--- src/rtl/wb_csr_unit_pkg.sv ---
// wb_csr_unit_pkg
//   Shared constants for the writeback / CSR slice: CSR addresses,
//   mem_to_reg encodings for the GPR write mux, and mstatus bit positions.
//   Optional counter support is selected in wb_csr_unit by the
//   WB_CSR_COUNTERS_EN macro.
package wb_csr_unit_pkg;

  localparam int XLEN   = 64;
  localparam int CSR_AW = 12;

  localparam logic [CSR_AW-1:0] CSR_MSTATUS  = 12'h300;
  localparam logic [CSR_AW-1:0] CSR_MIE      = 12'h304;
  localparam logic [CSR_AW-1:0] CSR_MTVEC    = 12'h305;
  localparam logic [CSR_AW-1:0] CSR_MSCRATCH = 12'h340;
  localparam logic [CSR_AW-1:0] CSR_MEPC     = 12'h341;
  localparam logic [CSR_AW-1:0] CSR_MCAUSE   = 12'h342;
  localparam logic [CSR_AW-1:0] CSR_MTVAL    = 12'h343;
  localparam logic [CSR_AW-1:0] CSR_MCYCLE   = 12'hB00;
  localparam logic [CSR_AW-1:0] CSR_MINSTRET = 12'hB02;
  localparam logic [CSR_AW-1:0] CSR_CYCLE    = 12'hC00;
  localparam logic [CSR_AW-1:0] CSR_INSTRET  = 12'hC02;

  typedef enum logic [2:0] {
    M2R_ALU = 3'd0,
    M2R_MEM = 3'd1,
    M2R_PC4 = 3'd2,
    M2R_IMM = 3'd3,
    M2R_CSR = 3'd4
  } mem_to_reg_e;

  localparam int MSTATUS_MIE  = 3;
  localparam int MSTATUS_MPIE = 7;

  // Only MIE and MPIE are stored; every other mstatus bit reads as 0.
  localparam logic [XLEN-1:0] MSTATUS_WMASK =
    (64'd1 << MSTATUS_MIE) | (64'd1 << MSTATUS_MPIE);

  // mtvec and mepc hold word-aligned addresses.
  function automatic logic [XLEN-1:0] align4(input logic [XLEN-1:0] v);
    return {v[XLEN-1:2], 2'b00};
  endfunction

endpackage

--- src/rtl/wb_csr_unit_csr_counter64.sv ---
// csr_counter64
//   64-bit free-running counter with synchronous load. load wins over inc.
//   Wraps from 2^64-1 to 0.
// Ports:
//   clk, rst     clock, synchronous active-high reset (count -> 0)
//   inc          advance by one this cycle
//   load         replace the count with load_value this cycle
//   load_value   value to load
//   count        current count
module csr_counter64 (
  input  logic        clk,
  input  logic        rst,
  input  logic        inc,
  input  logic        load,
  input  logic [63:0] load_value,
  output logic [63:0] count
);

  always_ff @(posedge clk) begin
    if (rst) begin
      count <= '0;
    end else if (load) begin
      count <= load_value;
    end else if (inc) begin
      count <= count + 64'd1;
    end
  end

endmodule

--- src/rtl/wb_csr_unit.sv ---
// wb_csr_unit
//   Writeback-stage consumer of the MEM/WB register. Drives the GPR write
//   port and owns the machine-mode CSR file (trap entry, mret, CSR writes,
//   optional mcycle/minstret counters).
// Configuration:
//   WB_CSR_COUNTERS_EN  when defined, builds mcycle/minstret (and the
//                       read-only cycle/instret shadows). Otherwise those
//                       addresses are unimplemented.
// Ports:
//   clk, rst                 clock, synchronous active-high reset
//   *_WB                     WB-stage fields from RegMEMWB
//   retire_WB                WB slot holds a real instruction
//   trap_valid/cause/pc/tval trap entry request
//   mret_valid               return from trap
//   reg_we/waddr/wdata       GPR write port (combinational)
//   csr_raddr/rdata/illegal  CSR read port (combinational, write-first)
//   mtvec_out, mepc_out      redirect targets for fetch
//   mie_global               mstatus.MIE
module wb_csr_unit
  import wb_csr_unit_pkg::*;
(
  input  logic        clk,
  input  logic        rst,
  input  logic [63:0] pc_WB,
  input  logic [63:0] imm_WB,
  input  logic [63:0] data_in_WB,
  input  logic [63:0] alu_result_WB,
  input  logic [63:0] csr_write_data_WB,
  input  logic [63:0] csr_read_data_WB,
  input  logic [4:0]  rd_WB,
  input  logic        reg_write_WB,
  input  logic [2:0]  mem_to_reg_WB,
  input  logic        csr_write_WB,
  input  logic        csr_write_src_WB,
  input  logic [11:0] csr_rd_WB,
  input  logic        retire_WB,
  input  logic        trap_valid,
  input  logic [63:0] trap_cause,
  input  logic [63:0] trap_pc,
  input  logic [63:0] trap_tval,
  input  logic        mret_valid,
  output logic        reg_we,
  output logic [4:0]  reg_waddr,
  output logic [63:0] reg_wdata,
  input  logic [11:0] csr_raddr,
  output logic [63:0] csr_rdata,
  output logic        csr_illegal,
  output logic [63:0] mtvec_out,
  output logic [63:0] mepc_out,
  output logic        mie_global
);

  // ---------------- GPR write port ----------------
  always_comb begin
    reg_wdata = '0;
    case (mem_to_reg_WB)
      M2R_ALU: reg_wdata = alu_result_WB;
      M2R_MEM: reg_wdata = data_in_WB;
      M2R_PC4: reg_wdata = pc_WB + 64'd4;
      M2R_IMM: reg_wdata = imm_WB;
      M2R_CSR: reg_wdata = csr_read_data_WB;
      default: reg_wdata = '0;
    endcase
  end

  assign reg_we    = reg_write_WB && (rd_WB != 5'd0);
  assign reg_waddr = rd_WB;

  // ---------------- CSR state ----------------
  logic        mstatus_mie_q;
  logic        mstatus_mpie_q;
  logic [63:0] mie_q;
  logic [63:0] mtvec_q;
  logic [63:0] mscratch_q;
  logic [63:0] mepc_q;
  logic [63:0] mcause_q;
  logic [63:0] mtval_q;
  logic [63:0] mcycle;
  logic [63:0] minstret;

  logic [63:0] csr_wval;
  logic [63:0] wr_value;
  logic        wr_mstatus, wr_mie, wr_mtvec, wr_mscratch;
  logic        wr_mepc, wr_mcause, wr_mtval, wr_mcycle, wr_minstret;
  logic        wr_any;

  assign csr_wval = csr_write_src_WB ? alu_result_WB : csr_write_data_WB;

  // Per-CSR write enables. A write is lost when trap or mret updates the
  // same CSR in this cycle; writes to unrelated CSRs still land.
  always_comb begin
    wr_mstatus  = 1'b0;
    wr_mie      = 1'b0;
    wr_mtvec    = 1'b0;
    wr_mscratch = 1'b0;
    wr_mepc     = 1'b0;
    wr_mcause   = 1'b0;
    wr_mtval    = 1'b0;
    wr_mcycle   = 1'b0;
    wr_minstret = 1'b0;
    if (csr_write_WB && !rst) begin
      case (csr_rd_WB)
        CSR_MSTATUS:  wr_mstatus  = !trap_valid && !mret_valid;
        CSR_MIE:      wr_mie      = 1'b1;
        CSR_MTVEC:    wr_mtvec    = 1'b1;
        CSR_MSCRATCH: wr_mscratch = 1'b1;
        CSR_MEPC:     wr_mepc     = !trap_valid;
        CSR_MCAUSE:   wr_mcause   = !trap_valid;
        CSR_MTVAL:    wr_mtval    = !trap_valid;
`ifdef WB_CSR_COUNTERS_EN
        CSR_MCYCLE:   wr_mcycle   = 1'b1;
        CSR_MINSTRET: wr_minstret = 1'b1;
`endif
        default: ;
      endcase
    end
  end

  assign wr_any = wr_mstatus | wr_mie | wr_mtvec | wr_mscratch | wr_mepc |
                  wr_mcause | wr_mtval | wr_mcycle | wr_minstret;

  // Value as it will be stored, used both for commit and for the bypass.
  always_comb begin
    wr_value = csr_wval;
    case (csr_rd_WB)
      CSR_MSTATUS:         wr_value = csr_wval & MSTATUS_WMASK;
      CSR_MTVEC, CSR_MEPC: wr_value = align4(csr_wval);
      default: ;
    endcase
  end

  always_ff @(posedge clk) begin
    if (rst) begin
      mstatus_mie_q  <= 1'b0;
      mstatus_mpie_q <= 1'b0;
      mie_q          <= '0;
      mtvec_q        <= '0;
      mscratch_q     <= '0;
      mepc_q         <= '0;
      mcause_q       <= '0;
      mtval_q        <= '0;
    end else begin
      if (wr_mie)      mie_q      <= wr_value;
      if (wr_mtvec)    mtvec_q    <= wr_value;
      if (wr_mscratch) mscratch_q <= wr_value;
      if (wr_mepc)     mepc_q     <= wr_value;
      if (wr_mcause)   mcause_q   <= wr_value;
      if (wr_mtval)    mtval_q    <= wr_value;

      if (trap_valid) begin
        mepc_q         <= align4(trap_pc);
        mcause_q       <= trap_cause;
        mtval_q        <= trap_tval;
        mstatus_mpie_q <= mstatus_mie_q;
        mstatus_mie_q  <= 1'b0;
      end else if (mret_valid) begin
        mstatus_mie_q  <= mstatus_mpie_q;
        mstatus_mpie_q <= 1'b1;
      end else if (wr_mstatus) begin
        mstatus_mie_q  <= wr_value[MSTATUS_MIE];
        mstatus_mpie_q <= wr_value[MSTATUS_MPIE];
      end
    end
  end

  // ---------------- Counters ----------------
`ifdef WB_CSR_COUNTERS_EN
  csr_counter64 u_mcycle (
    .clk        (clk),
    .rst        (rst),
    .inc        (1'b1),
    .load       (wr_mcycle),
    .load_value (wr_value),
    .count      (mcycle)
  );

  csr_counter64 u_minstret (
    .clk        (clk),
    .rst        (rst),
    .inc        (retire_WB),
    .load       (wr_minstret),
    .load_value (wr_value),
    .count      (minstret)
  );
`else
  assign mcycle   = '0;
  assign minstret = '0;
  logic unused_counters;
  assign unused_counters = ^{retire_WB, mcycle, minstret, wr_mcycle, wr_minstret};
`endif

  // ---------------- Read port ----------------
  logic [63:0] rd_value;

  always_comb begin
    rd_value    = '0;
    csr_illegal = 1'b0;
    case (csr_raddr)
      CSR_MSTATUS:  rd_value = ({63'd0, mstatus_mie_q}  << MSTATUS_MIE) |
                               ({63'd0, mstatus_mpie_q} << MSTATUS_MPIE);
      CSR_MIE:      rd_value = mie_q;
      CSR_MTVEC:    rd_value = mtvec_q;
      CSR_MSCRATCH: rd_value = mscratch_q;
      CSR_MEPC:     rd_value = mepc_q;
      CSR_MCAUSE:   rd_value = mcause_q;
      CSR_MTVAL:    rd_value = mtval_q;
`ifdef WB_CSR_COUNTERS_EN
      CSR_MCYCLE, CSR_CYCLE:     rd_value = mcycle;
      CSR_MINSTRET, CSR_INSTRET: rd_value = minstret;
`endif
      default:      csr_illegal = 1'b1;
    endcase
  end

  // Write-first: a committing write to the same address is forwarded.
  assign csr_rdata = (wr_any && (csr_rd_WB == csr_raddr)) ? wr_value : rd_value;

  assign mtvec_out  = mtvec_q;
  assign mepc_out   = mepc_q;
  assign mie_global = mstatus_mie_q;

endmodule
--- config.mk ---
export PLATFORM = sky130hd
export DESIGN_NAME = wb_csr_unit
export DESIGN_NICKNAME = d
export VERILOG_FILES = /design/src/rtl/wb_csr_unit_pkg.sv /design/src/rtl/wb_csr_unit_csr_counter64.sv /design/src/rtl/wb_csr_unit.sv
export SDC_FILE = /design/constraint.sdc
export NUM_CORES = 1
export LEC_CHECK = 0
export ABC_CLOCK_PERIOD_IN_PS = 2000
export BUFFER_PORTS_ARGS = -buffer_cell sky130_fd_sc_hd__buf_2
export CORE_AREA = 8 8 341 343
export CTS_CLUSTER_DIAMETER = 50
export DETAILED_ROUTE_END_ITERATION = 8
export DIE_AREA = 0 0 349 351
export PLACE_DENSITY = 0.36
export SYNTH_ARGS = -nofsm -noshare
export SYNTH_HDL_FRONTEND = slang
export SYNTH_SLANG_ARGS = --single-unit
export TNS_END_PERCENT = 20
--- constraint.sdc ---
create_clock -name clk -period 2 [get_ports clk]
set_input_delay 0.1 -clock clk [delete_from_list [all_inputs] [get_ports clk]]
set_output_delay 0.1 -clock clk [all_outputs]
set_load 0.005 [all_outputs]
======== After elaboration in Yosys (flattened, before gate mapping) ========
Cells that the tools add are included.
operators by class
  equality and inequality tests ........... 19
  reductions and logical operators ........ 17
  add/sub/neg operators ................... 1
  bitwise gates (word level) .............. 7
  mux-type cells .......................... 31
operators by type and width
  cell                                                   count
  2-to-1 mux 64 bit                                      8
  one-hot mux 64 bit (7 select lines)                    1
  one-hot mux 64 bit (5 select lines)                    1
  equality test 12 x 10 -> 1 bit, second input constant  14
  one-hot mux 64 bit (2 select lines)                    1
  adder 64 x 3 -> 64 bit, second input constant          1
  2-to-1 mux 1 bit                                       20
  equality test 12 bit                                   1
  bitwise OR 4 x 8 -> 8 bit                              1
  nonzero test 2 bit                                     4
  OR reduction 7 bit                                     1
  equality test 3 x 2 -> 1 bit, second input constant    2
  bitwise OR 1 bit                                       6
  nonzero test 5 bit                                     1
  logical AND 1 bit                                      4
  OR reduction 2 bit                                     2
  equality test 3 x 1 -> 1 bit, second input constant    1
  equality test 3 bit, second input constant             1
  logical NOT 1 bit                                      3
  logical NOT 3 bit                                      1
  nonzero test 3 bit                                     1
word-level totals
  word-level logic and storage cells ...... 84
  bits in registers ....................... 386
  bits of input ports ..................... 616
  output and inout bits ................... 264

======== Longest topological paths before layout ========
Gate-level depths: netlist (run 1).
  depth after elaboration ................. 12
  depth in mapped cells ................... 9
  gate-level depth less buffers ........... 6

======== Least setup slack after synthesis (run 1) ========
No wires, ideal clock.
  path kind ............................... input to output
  start ................................... in pc_WB[29]
  end ..................................... out reg_wdata[61]
  path slack .............................. 0.133 ns
  arrival ................................. 1.767 ns
  stages .................................. 5
  data required time ...................... 1.900 ns
  cells stage by stage .................... nand3_1 > or4_4 > or4_4 > mux2i_1 > or3_1
between the ends
  longest elaborated chain between the ends .. 2
ends and longest elaborated chain
  element                              RTL line           RTL
  start, declared                      wb_csr_unit.sv:24  input logic [63:0] pc_WB,
  adder 64 x 3 -> 64 bit               wb_csr_unit.sv:59  M2R_PC4: reg_wdata = pc_WB + 64'd4;
  one-hot mux 64 bit (5 select lines)  wb_csr_unit.sv:56  case (mem_to_reg_WB)
  end, declared                        wb_csr_unit.sv:44  output logic [63:0] reg_wdata,
No other way between the ends.

======== Worst setup path after layout (run 1) ========
  start ................................... in rst
  end ..................................... out csr_rdata[15]
between the ends
  longest elaborated chain between the ends .. 11
  elaborated cells on any way between the ends .. 17
ends and longest elaborated chain
  element                        RTL line            RTL
  start, declared                wb_csr_unit.sv:23   input logic rst,
  logical NOT 1 bit (*)          wb_csr_unit.sv:101  if (csr_write_WB && !rst) begin
  logical AND 1 bit (*)          wb_csr_unit.sv:101
  2-to-1 mux 1 bit               wb_csr_unit.sv:101
  bitwise OR 1 bit (5 in a row)  wb_csr_unit.sv:119  assign wr_any = wr_mstatus | wr_mie | wr_mtvec | wr_mscratch | wr_mepc |
  bitwise OR 1 bit (*)           wb_csr_unit.sv:120  wr_mcause | wr_mtval | wr_mcycle | wr_minstret;
  logical AND 1 bit (*)          wb_csr_unit.sv:216  assign csr_rdata = (wr_any && (csr_rd_WB == csr_raddr)) ? wr_value : rd_value;
  2-to-1 mux 64 bit (*)          wb_csr_unit.sv:216
  end, declared                  wb_csr_unit.sv:46   output logic [63:0] csr_rdata,
Every way passes the cells marked *; elsewhere a longest branch is shown, timed or not.

==> results of run 1 <==
[cells by family (layout without fill, tap and decap cells)]
logic type	after synthesis	count (layout)	share of synthesized area (%)
AOI/OAI and AO/OA	885	885	26.12
adders and majority gates	1	1	0.05539
and+or+nand+nor	849	849	18.31
muxes	289	289	13.56
other	0	35	0
buffers and inverters	334	1602	5.801
DFF	386	386	34.22
xor gates and xnor gates	50	50	1.939
[synthesized netlist by cell type, types with 25 or more instances]
cell / n
mux2_2: 131
a21oi_1: 255
nor3_1: 25
buf_2: 30
o211ai_1: 37
nand3_1: 44
and2_1: 81
nand2_1: 496
clkbuf_1: 205
o21ai_0: 138
a221oi_1: 122
dfxtp_1: 386
o2bb2ai_1: 62
nand3b_1: 67
mux2i_1: 157
a22oi_1: 246
buf_1: 26
inv_1: 68
xnor2_1: 32
[power by group through the flow]
stage / clock, uW / sequential (uW) / combinational [uW]
finish: 10500 / 8090 / 4170
global route: 11100 / 8120 / 4450
floorplan: 0 / 8200 / 1440
global placement: 0 / 8260 / 3630
CTS: 10800 / 8090 / 4140
detailed placement: 0 / 8260 / 3610
[worst reg2reg max path: cells and delay by family (launching register included)]
| kind | cells | cell delay [ns] |
|---|---|---|
| buffers and inverters | 2 | 0.65 |
| AO/OA/AOI/OAI | 3 | 0.40 |
| flip-flops | 1 | 0.39 |
[stage by stage]
| stage | cells | utilization [%] | setup TNS [ns] | area, um^2 | setup WS, ns |
|---|---|---|---|---|---|
| after floorplan | 2794 | - | 0 | 22580 | 0.1329 |
| after global placement | 5186 | 27.78 | -53.46 | 30910 | -0.6217 |
| after detailed placement | 5186 | 27.78 | -42.51 | 30910 | -0.5497 |
| after CTS | 5563 | 32.70 | -7.658 | 36380 | -0.1817 |
| after global routing | 5572 | 33.01 | -11.03 | 36730 | -0.2462 |
| final | 5597 | 33.07 | -5.908 | 36790 | -0.2000 |
[routing by layer]
| layer | part of all wire, % | vias up | GRT usage [%] |
|---|---|---|---|
| li1 | - | 12810 | - |
| met1 | 44 | 13330 | 30.96 |
| met2 | 46 | 1017 | 38.58 |
| met3 | 7.0 | 193 | 5.191 |
| met4 | 3.0 | 14 | 6.802 |
| met5 | 0.059 | - | 0 |
[registers in the layout (all words and copies together) (netlist names)]
| name | cells |
|---|---|
| mcause_q | 64 |
| mepc_out | 64 |
| mie_q | 64 |
| mscratch_q | 64 |
| mtval_q | 64 |
| mtvec_out | 64 |
| mie_global | 1 |
| mstatus_mpie_q | 1 |
[cell type report]
type                            instances  area, um^2  area share [%]
Multi-Input combinational cell       2074       14440           39.24
Timing Repair Buffer                 1431       10450           28.39
Sequential cell                       386        7727           21.00
Tap cell                             1500        1877           5.101
Clock buffer                           77        1632           4.434
Clock inverter                         26       329.1          0.8944
Inverter                               68       255.2          0.6937
Antenna cell                           35       87.58          0.2380
[worst max path at each step]
stage	startpoint	to	slack (ns)	cells past startpoint
3_3_place_gp	csr_rd_WB[5]	csr_rdata[9]	-0.62	10
3_5_place_dp	csr_rd_WB[5]	csr_rdata[9]	-0.55	10
6_report	rst	csr_rdata[15]	-0.20	10
4_1_cts	csr_raddr[10]	csr_rdata[9]	-0.18	10
2_1_floorplan	pc_WB[29]	reg_wdata[61]	0.13	5
5_1_grt	rst	csr_rdata[9]	-0.25	10
[what timing repair did]
action,4_1_cts,5_1_grt
resized for setup,127,75
cloned,5,0
setup endpoints to repair,93,116
endpoints found under the hold margin,223,0
hold buffers,257,0
pin swaps,26,11
buffers inserted,14,3
==> results.md, run 1 <==
* Status: finished, violations left
* Failing checks: setup timing
* Root buf cell: clkbuf_16
* Critical Path RT at 1.90 ns
* IO buf count at approximately 900
* GRT Overall Usage at 23.55%
* Peak Freq at 0.4545 GHz
* Asr flop ratio synth at 0%
* NetSw at between 6000 and 7000 uW
* Gate count of the mapped netlist at between 2000 and 3000
* Die height at 351 um
* Placer Congestion at ~0.94
* Slew margin rel. at about 45%
* Post-synth EDFFs at 0
* Layout fillers at 12020
* Reg2reg path depth at 5
* Hold_ws at 0.03502 ns
* Worst path slowest cell: nor4b_4
* Sequential share of power at a little over a third
* RSZ-0062 raised after global routing: yes
* Min Tclk post-route at approximately 2.2 ns
* Part of the power in combinational logic at a little under a fifth
* Sequential fraction of the synthesis area at 34.22%
* CTS tree: built
* Count of buffer and inverter cells on the critical path at 5
* Reg clk slew, reported paths at 0.06 ns
* FF-to-FF Start: mie_global
* Final Power at 22810 uW
* Clk_skew at 0.00007788 ns
* Hold Startpoint: csr_write_data_WB[28]
* DR vias at 27370
* Slew @ Worst Pin at roughly 0.8 ns
* Layout Area Growth over Synthesis at 62.91%
* Peak VDD IR at 0.7454 mV
* Clk sinks at slightly below 400
* H-tree depth at 2
* Hold Crit Depth at 4
* Clock share of power at 46.2%
* Fin. max-slew vios at 0
* Initial drt markers at approximately 2100
* Pint at 16350 uW
* Largest net degree at the start of global routing at between 100 and 150
* Layout Nets at around 4600
* Number of I/O pins at 880
* Max_cap viols at 0
* Layout cells sized above 1 at a little under two fifths
* Worst-case clock buffer depth at 3
* Final setup fails at ~70
* Synthesized flop and latch total at 386
* Final WS setup at -0.2000 ns
* Pre-Repair DR Iteration Count at 6
* Die X at 349 um
* Post-DR vias/cell at 4.890
* Hold endpoint: mtvec_out[28]
* Final ANT Viol Nets at 0
* Synthesized cell area at ~23000 um^2
* Rows at approximately 120
* Ys Warns at 0
* Worst skew pair latency at roughly 0.6 ns
* Synth area leader: dfxtp_1
* Most common cell on crit path: buf_12
* Most frequent cells in the layout: buf_2, nand2_1, dfxtp_1
* Die Area at 122500 um^2
* Switching part of the total at around 28%
* CP Launch Type: primary input
* Detailed Place HPWL at between 100 and 150 mm
* Core footprint at 111300 um^2
* Area share of the largest cell type after synthesis at ~34%
* CTS buffer count at 55
* Area contributors post-synth: dfxtp_1, nand2_1, a22oi_1
* Initial antenna violation count at 48
* R2r setup slk at roughly 0.51 ns
* CP max FO at 8
* Power Dens Cells at roughly 620 nW/um^2
* Crit share post-route at 110.0%
* Vias in the first global route at 27640
* First-pass GRT wire length at 212.1 mm
* Primary FF master, synth: dfxtp_1
* CP top delay family: buffers and inverters
* Hold Violations, Final at 0
* Grt ovf at 0
* Syn nets at approximately 3400
* Synth cell types at 55
* Type of the worst setup path: in2out
* Kind of end point of the critical path: output port
* RR Endpoint: mie_global
* HP Class: in2reg
* Critical Path Max Stage Delay at between 0.3 and 0.4 ns
* LEAKAGE at 0.01543 uW
* Arrival time worst endpoint at roughly 2.1 ns
* Routed wire per std cell at around 27 um
* DRT Wirelength at 153.7 mm
* Crit path cell chain: buf_8, nor4b_4, nand2_2, nor4_4, buf_4, o21a_4, buf_12, buf_12, mux2i_2, buf_2
* DRC viols at 0
* Mean post-synth cell area at just over 8 um^2
* Starting Density at between 20% and 30%
* Commonest non-fill, non-tap cell in the layout: buf_2
(Power assumes the default switching activity.)
==> inputs of run 2 (changes only) <==
Settings changed: CELL_PAD_IN_SITES_DETAIL_PLACEMENT set to 2, CELL_PAD_IN_SITES_GLOBAL_PLACEMENT set to 2, CORE_AREA 8 8 341 343 to 8 8 335 337, DIE_AREA 0 0 349 351 to 0 0 343 345, PLACE_DENSITY 0.36 to 0.68.
==> run 2 against run 1 <==
  * The run still ends with setup timing left
  * Sequential share of layout area increased by 0.33 points
  * Fmax grew 0.69%
  * Critical path depth stayed put
  * Via count is 6.0% higher
  * Wire length rose by 10%
  * Largest power group unchanged
  * Critical endpoint is now csr_rdata[34]
  * Sequential cell count stayed put
  * Combinational power hardly changed
  * Register-to-register slack worse by 0.10 ns
  * Final cell count is 2.3% lower
  * Worst hold slack got worse by 0.0052 ns
  * Clock-buffer cell count is 1 higher
==> results.md, run 2 (same netlist as run 1, synthesis figures left out) <==
* Largest net degree at the start of global routing at 154 (+4.8%)
* Slew margin rel. at 41.56% (-3.5 points)
* Part of the power in combinational logic at 18.7% (+0.4 points)
* HP Class: in2reg
* Max_cap viols at 0 (unchanged)
* Starting Density at 21.19% (+0.89 points)
* Final TNS setup at -6.842 ns (-0.9341 ns)
* Number of I/O pins at 880 (unchanged)
* Final setup fails at 80 (+11%)
* Commonest non-fill, non-tap cell in the layout: buf_2
* Layout cells sized above 1 at 37.25% (-0.32 points)
* Layout Cells excl Fill at 5468 (-2.3%)
* Initial antenna violation count at 74 (+54%)
* Reg clk slew, reported paths at 0.05 ns (about the same)
* Crit share post-route at 109.2% (-0.76 points)
* Die Area at 118300 um^2 (-3.4%)
* Layout Area Growth over Synthesis at 60.45%
* Final WS setup at -0.1849 ns (+0.01518 ns)
* RSZ-0062 raised after global routing: yes
* Detailed Place HPWL at 123.0 mm (+2.7%)
* Die height at 345 um (-1.7%)
* CTS buffer count at 54 (-1.8%)
* Rows at 120 (-2.4%)
* Core footprint at 106600 um^2 (-4.2%)
* Placed instance count at 5039 (-2.8%)
* Routed wire per std cell at 30.96 um (+13%)
* Clk_skew at 0.00003231 ns (-0.00004557 ns)
* Failing checks: setup timing
* IO buf count at 876 (unchanged)
* Status: finished, violations left
* DR vias at 29020 (+6.0%)
* Grt ovf at 0 (unchanged)
* Min Tclk post-route at 2.185 ns (-0.01518 ns)
* Final Cell Area at 36240 um^2 (-1.5%)
* Vias in the first global route at 31230 (+13%)
* CP Launch Type: primary input
* Power Dens Cells at 617.5 nW/um^2 (-0.40%)
* Pre-Repair DR Iteration Count at 6 (unchanged)
* Area of the multi-input gates at 14380 um^2 (-0.44%)
* Hold Violations, Final at 0 (unchanged)
* Layout fillers at 12070 (+0.40%)
* Arrival time worst endpoint at 2.08 ns (-0.02 ns)
* Final core utilization at 33.99% (+0.92 points)
* Root buf cell: clkbuf_16
* Peak Freq at 0.4577 GHz (+0.69%)
* Post-DP Area at 30270 um^2 (-2.1%)
* Worst-case clock buffer depth at 3 (unchanged)
* GRT Overall Usage at 26.62% (+3.1 points)
* Peak VDD IR at 0.5409 mV (-27%)
* DRT Wirelength at 169.3 mm (+10%)
* Layout Nets at 4588 (-0.97%)
* Clock share of power at 45.0% (-1.2 points)
* Slew @ Worst Pin at 0.8766 ns (+0.05198 ns)
* Clk sinks at 386 (unchanged)
* Hold_ws at 0.02979 ns (-0.005222 ns)
* Pint at 15830 uW (-3.2%)
* H-tree depth at 2 (unchanged)
* Type of the worst setup path: in2out
* First-pass GRT wire length at 234.4 mm (+10%)
* CTS tree: built
* Initial drt markers at 2047 (-0.34%)
* NetSw at 6550 uW (+1.4%)
* Die X at 343 um (-1.7%)
* Switching part of the total at 29.27% (+0.96 points)
* Post-DR vias/cell at 5.307 (+8.5%)
* CP max FO at 7 (-1)
* Register area at 7729 um^2 (about the same)
* Final ANT Viol Nets at 0 (unchanged)
* Worst skew pair latency at 0.60 ns (about the same)
* Fin. max-slew vios at 0 (unchanged)
* DRC viols at 0 (unchanged)
* Critical Path RT at 1.90 ns (about the same)
* Most frequent cells in the layout: buf_2, nand2_1, dfxtp_1
* Sequential share of power at 36.2% (+0.7 points)
* LEAKAGE at 0.01521 uW (-1.4%)
* Kind of end point of the critical path: output port
* Placer Congestion at 0.9470 (+0.61%)
[run 2: changes by cell type in the layout (fill, tap and decap cells not counted), sizes merged, moves of 2 or more]
cell and delta:
clkinv +5, buf -24, bufinv -3, clkinvlp -3
dlygate4sd3 -21, inv -2, clkbuf +4, diode +14
[run 2: cell type report]
type                       instances  share of cell area, %
antenna                           49                 0.3384
clock inverter                    23                 0.6768
inverter                          68                 0.7044
multi-input combinational       2074                  39.67
clock buffer                      78                  4.458
tap                             1403                  4.844
timing repair buffer            1387                  27.98
sequential                       386                  21.33
[run 2: power by group through the flow]
stage               combinational, uW  sequential [uW]  clock (uW)
finish                           4190             8110       10100
global route                     4390             8130       10500
CTS                              4050             8100       10300
detailed placement               3560             8260           0
global placement                 3520             8250           0
floorplan                        1440             8200           0
[run 2: path summary, 6_finish.rpt]
| path | start | end | slack, ns | cells after the start |
|---|---|---|---|---|
| setup / recovery | csr_raddr[2] | csr_rdata[34] | -0.18 | 10 |
| hold / removal | csr_write_data_WB[34] | mtvec_out[34] | 0.03 | 4 |
| setup reg to reg | mie_global | mie_global | 0.41 | 5 |
| hold reg to reg | mie_q[63] | mie_q[63] | 0.46 | 2 |
[run 2: per-layer routing]
metal / up-vias / GRT usage (%) / share of wire [%]
met1: 14790 / 33.01 / 41
met2: 1157 / 44.52 / 47
li1: 12710 / - / -
met3: 326 / 5.713 / 7.1
met4: 32 / 10.82 / 4.5
met5: - / 0 / 0.13
[run 2: per-stage QoR]
step / total power (uW) / setup slack (ns)
floorplan: 9646 / 0.1329
global placement: 11770 / -0.4227
detailed placement: 11820 / -0.4311
CTS: 22420 / -0.1901
global route: 23060 / -0.2820
finish: 22380 / -0.1849
[run 2: repair_timing]
| item | CTS | global route |
|---|---|---|
| pin swaps | 18 | 18 |
| hold endpoints to repair | 211 | 0 |
| resized for setup | 136 | 61 |
| hold buffers | 235 | 0 |
| setup endpoints to repair | 94 | 104 |
| buffers inserted | 19 | 14 |
| gates cloned | 11 | 2 |
[run 2: worst max-delay path, cell delays in order]
cell	delay [ns]
buf_4	0.13
xnor2_1	0.17
nand4_1	0.17
nor4_4	0.30
buf_4	0.16
o21a_4	0.21
buf_12	0.20
buf_16	0.17
mux2i_1	0.26
buf_2	0.17
